### src/rtl/seq_divider.sv
// Iterative unsigned restoring divider: one quotient bit per clock, start/done handshake.
// Define DIV_SELFCHECK_EN to add a registered q*d + r == n consistency check on check_err.
module seq_divider #(
  parameter int WIDTH = 4
) (
  input  logic             clk,
  input  logic             rst_n,
  input  logic             start,
  input  logic [WIDTH-1:0] dividend,
  input  logic [WIDTH-1:0] divisor,
  output logic             busy,
  output logic             done,
  output logic [WIDTH-1:0] quotient,
  output logic [WIDTH-1:0] remainder,
  output logic             div_by_zero
`ifdef DIV_SELFCHECK_EN
  ,
  output logic             check_err
`endif
);

  localparam int CNT_W = $clog2(WIDTH + 1);

  typedef enum logic [1:0] {
    S_IDLE,
    S_RUN,
    S_FIN
  } state_e;

  state_e             state_q, state_d;
  logic [WIDTH-1:0]   n_q, n_d;     // dividend shift register
  logic [WIDTH-1:0]   d_q, d_d;     // latched divisor
  logic [WIDTH-1:0]   r_q, r_d;     // partial remainder, always < divisor
  logic [WIDTH-1:0]   q_q, q_d;
  logic [CNT_W-1:0]   cnt_q, cnt_d;
  logic               dbz_q, dbz_d;

  logic [WIDTH:0]     trial;
  logic [WIDTH-1:0]   diff;
  logic               fits;

  // The trial value is one bit wider than the remainder; when it fits, the
  // difference is below the divisor, so WIDTH bits of it are exact.
  assign trial = {r_q, n_q[WIDTH-1]};
  assign fits  = (trial >= {1'b0, d_q});
  assign diff  = trial[WIDTH-1:0] - d_q;

  // NOTE: every variable written here gets a default first, so no path leaves
  // it unassigned and no latch is inferred.
  always_comb begin
    state_d = state_q;
    n_d     = n_q;
    d_d     = d_q;
    r_d     = r_q;
    q_d     = q_q;
    cnt_d   = cnt_q;
    dbz_d   = dbz_q;

    unique case (state_q)
      S_IDLE: begin
        if (start) begin
          n_d   = dividend;
          d_d   = divisor;
          cnt_d = CNT_W'(WIDTH);
          if (divisor == '0) begin
            q_d     = '1;
            r_d     = dividend;
            dbz_d   = 1'b1;
            state_d = S_FIN;
          end else begin
            q_d     = '0;
            r_d     = '0;
            dbz_d   = 1'b0;
            state_d = S_RUN;
          end
        end
      end

      S_RUN: begin
        n_d   = {n_q[WIDTH-2:0], 1'b0};
        r_d   = fits ? diff : trial[WIDTH-1:0];
        q_d   = {q_q[WIDTH-2:0], fits};
        cnt_d = cnt_q - CNT_W'(1);
        if (cnt_q == CNT_W'(1)) begin
          state_d = S_FIN;
        end
      end

      S_FIN: begin
        state_d = S_IDLE;
      end

      default: begin
        state_d = S_IDLE;
      end
    endcase
  end

  // NOTE: sequential state uses non-blocking assignments so every register
  // samples pre-edge values regardless of statement order.
  always_ff @(posedge clk or negedge rst_n) begin
    if (!rst_n) begin
      state_q <= S_IDLE;
      n_q     <= '0;
      d_q     <= '0;
      r_q     <= '0;
      q_q     <= '0;
      cnt_q   <= '0;
      dbz_q   <= 1'b0;
    end else begin
      state_q <= state_d;
      n_q     <= n_d;
      d_q     <= d_d;
      r_q     <= r_d;
      q_q     <= q_d;
      cnt_q   <= cnt_d;
      dbz_q   <= dbz_d;
    end
  end

  assign busy        = (state_q == S_RUN);
  assign done        = (state_q == S_FIN);
  assign quotient    = q_q;
  assign remainder   = r_q;
  assign div_by_zero = dbz_q;

`ifdef DIV_SELFCHECK_EN
  // The shift register consumes the dividend, so a pristine copy is kept.
  logic [WIDTH-1:0]   n_orig_q, n_orig_d;
  logic               chk_q, chk_d;
  logic [2*WIDTH-1:0] recon;
  logic               bad;

  assign recon = (2*WIDTH)'(q_q) * (2*WIDTH)'(d_q) + (2*WIDTH)'(r_q);
  assign bad   = (recon != (2*WIDTH)'(n_orig_q)) || (r_q >= d_q);

  always_comb begin
    n_orig_d = n_orig_q;
    chk_d    = chk_q;
    if (state_q == S_IDLE && start) begin
      n_orig_d = dividend;
      chk_d    = 1'b0;
    end else if (state_q == S_FIN && !dbz_q) begin
      chk_d = bad;
    end
  end

  always_ff @(posedge clk or negedge rst_n) begin
    if (!rst_n) begin
      n_orig_q <= '0;
      chk_q    <= 1'b0;
    end else begin
      n_orig_q <= n_orig_d;
      chk_q    <= chk_d;
    end
  end

  assign check_err = chk_q;
`endif

  a_busy_done_excl : assert property (@(posedge clk) disable iff (!rst_n) !(busy && done));
  a_done_pulse     : assert property (@(posedge clk) disable iff (!rst_n) done |=> !done);

endmodule

### config.mk
export PLATFORM = sky130hd
export DESIGN_NAME = seq_divider
export DESIGN_NICKNAME = d
export VERILOG_FILES = /design/src/rtl/seq_divider.sv
export SDC_FILE = /design/constraint.sdc
export NUM_CORES = 1
export LEC_CHECK = 0
export BUFFER_PORTS_ARGS = -buffer_cell sky130_fd_sc_hd__buf_4
export CAP_MARGIN = 10
export CORE_ASPECT_RATIO = 0.6
export CORE_MARGIN = 5
export CORE_UTILIZATION = 45
export CTS_CLUSTER_DIAMETER = 30
export DETAILED_ROUTE_END_ITERATION = 7
export PLACE_DENSITY = 0.67
export SLEW_MARGIN = 20
export SYNTH_ARGS = -nofsm -noshare
export SYNTH_HDL_FRONTEND = slang
export SYNTH_SLANG_ARGS = --single-unit
### constraint.sdc
create_clock -name clk -period 2.4 [get_ports clk]
set_input_delay 0.36 -clock clk [delete_from_list [all_inputs] [get_ports clk]]
set_output_delay 0.36 -clock clk [all_outputs]
set_load 0.01 [all_outputs]
==> results.md <==
* Crit path buf inv count at 3
* Die ar. at 3970 µm²
* Critical path's slowest cell: dfrtp_1
* Min Clock Period, post-route at 2.04 ns
* Design area at 1520 µm²
* Clock Path Buffers at 2
* Clock skew at 0.00252 ns
* Initial core utilization at 48.5%
* CP Data Required Time at 2.04 ns
* Cells after Synth at 125
* Num CTS Buffers at 3
* Core Box Area at 2570 µm²
* Pre-CTS setup slack at 0.510 ns
* Fill count at 209
* Max Slew Vio Count at 0
* CP dominant cell by count: inv_2
* RSZ-0062 raised after global routing: no
* Crit-path cells: inv_2 > nand2_1 > inv_2 > buf_4
* CTS Hold Bufs at 1
* Clock root buffer: clkbuf_8
* Async SR Flop Fraction at 100%
* Post-synthesis sequential area ratio at 44.0%
* Port Buffer Count at 21
* PD cells at 1480 nW/µm²
* DR WL met3 at 261 µm
* Max-slew headroom at 58.2%
* Worst setup EP type: primary output
* Vias at 1,064
* Final Hold Fails at 0
* Hold depth at 3
* DP Cell Count at 175
* Via-per-instance ratio at 5.91
* Power, Total at 2.24 mW
* Post-CTS Resized at 0
* H-tree depth at 1
* Initial antenna violation count at 0
* Die height at 50.8 µm
* Worst-margin pin slew at 0.623 ns
* Post-CTS Repair Setup Buffers at 0
* CP peak stage delay at 0.52 ns
* Startpoint types: flip-flop
* Leading post-synthesis cells by cell area: dfrtp_1 (44%), ha_1 (6.0%), o21ai_0 (4.4%)
* First-pass GRT wire length at 4.84 mm
* Gpl congestion at 0.942
* Global Route Usage Sum at 15.4%
* Grt ovf at 0
* Crit Path Max Fanout at 14
* # setup viols final at 0
* F_max at 491 MHz
* Largest net degree at the start of global routing at 23
* Drt pass-1 iters at 4
* Netlist cell types at 43
* CTS tree: built
* Crit path arrival time at 1.68 ns
* Layout net count at 167
* Netlist Area Pre-Place at 1250 µm²
* Post-DP Area at 1440 µm²
* Count leader, synth: dfrtp_1
* Worst Path Class, Setup: reg2out
* Top post-synthesis cells by count: dfrtp_1 (22), nand2_1 (13), o21ai_0 (11)
* Top Ports at 22
* WP depth at 4
* Outcome: finished clean
* Worst hold path class: in2reg
* Total negative setup slack at 0 ns
* Initial drt markers at 71
* Met2 WL at 1.23 mm
* Post-synth EDFFs at 0
* HPWL after DPL at 2.21 mm
* DR WL/cell at 16.5 µm
* Net Count, Synth at 143
* Top_reg_cell synth: dfrtp_1
* Reg clk slew, reported paths at 0.08 ns
* Leak Pwr at 0.682 nW
* Top cell type's share of synthesized area at 44.0%
* Max Cap Violations at 0
* Final period util at 84.9%
* Critical path's top delay family: flip-flops
* Worst reg-to-reg path cell count at 5
* Worst skew pair latency at 0.26 ns
* Yosys top cell by area: dfrtp_1
* Worst vdd ir at 655 µV
* Final ANT Viol Nets at 0
* ANT cells at 0
* Vias in the first global route at 971
* # DRC at 0
* WL final at 2.97 mm
* Area growth syn-to-layout at 21.5%
* Fin worst setup slack at 0.363 ns
* Metal-1 WL at 1.47 mm
* DR top layer: met4
* Share of layout cells above drive strength 1 at 26.4%
* Die Wd at 78.0 µm
* Number of synthesis warnings at 0
* Yosys reg bits at 22
* Finished Layout Cells at 180
* Row cnt at 14
* Clk sinks at 22
* Post-Syn Area per Cell at 10.0 µm²
-- cell usage in the layout (no fill, tap or decap), types with 3 or more instances in the layout --
cell      netlist  final
a22oi_1         7      7
a31oi_1         3      3
a32oi_1         3      3
buf_4           0     22
clkbuf_8        0      3
dfrtp_1        22     22
ha_1            6      6
inv_1           8      8
nand2_1        13     13
nor2_1          7      7
nor2b_1         3      3
o211ai_1        3      3
o21ai_0        11     11
-- layer usage --
metal	vias to the layer above	GRT usage (%)
li1	503	-
met1	512	22.4
met2	47	22.4
met3	2	5.96
met4	0	1.69
met5	-	0
-- per-stage QoR --
step                hold WS, ns  utilization (%)
floorplan                0.0644                -
global placement          0.269             55.8
detailed placement        0.267             55.8
CTS                       0.327             59.0
global route              0.336             59.0
finish                    0.330             59.0
-- layout make-up --
type / count / area (µm²) / area share [%]
timing repair buffer: 23 / 175 / 11.5
inverter: 10 / 37.5 / 2.47
multi-input combinational: 89 / 644 / 42.4
clock inverter: 1 / 30.0 / 1.98
sequential: 22 / 551 / 36.2
tap: 32 / 40.0 / 2.64
clock buffer: 3 / 41.3 / 2.72
-- final timing paths --
path / startpoint / endpoint / slack [ns]
max: state_q[1] / busy / 0.36
min: divisor[3] / d_q[3] / 0.33
max reg2reg: remainder[1] / remainder[1] / 0.48
min reg2reg: cnt_q[1] / cnt_q[1] / 0.49
max in group asynchronous: rst_n / remainder[3] / 1.65
min in group asynchronous: rst_n / remainder[0] / 0.52
-- report_power, final --
| part | switching (mW) | total [mW] | internal [mW] |
|---|---|---|---|
| sequential | 0.145 | 0.691 | 0.546 |
| combinational | 0.660 | 1.20 | 0.545 |
| clock | 0.124 | 0.347 | 0.223 |
| total | 0.929 | 2.24 | 1.31 |
-- worst register-to-register path, stage by stage, from the launching register on --
cell,delay (ns)
dfrtp_1,0.42
ha_1,0.36
or2_1,0.24
a211oi_2,0.44
or2_2,0.22
o211ai_1,0.11
-- flip-flops by register name (all words and copies together), names as in the netlist --
name,count
remainder,4
div_by_zero,1
n_q,4
quotient,4
state_q,2
cnt_q,3
d_q,4
-- kinds of logic after synthesis --
| family | after synthesis | synth area share, % |
|---|---|---|
| fa+ha+maj | 7 | 7.61 |
| mux | 2 | 1.80 |
| simple gates | 37 | 16.7 |
| compound gates | 42 | 24.7 |
| buf+inv | 14 | 4.40 |
| flops | 22 | 44.0 |
| xor+xnor | 1 | 0.701 |
(Power assumes the default switching activity.)
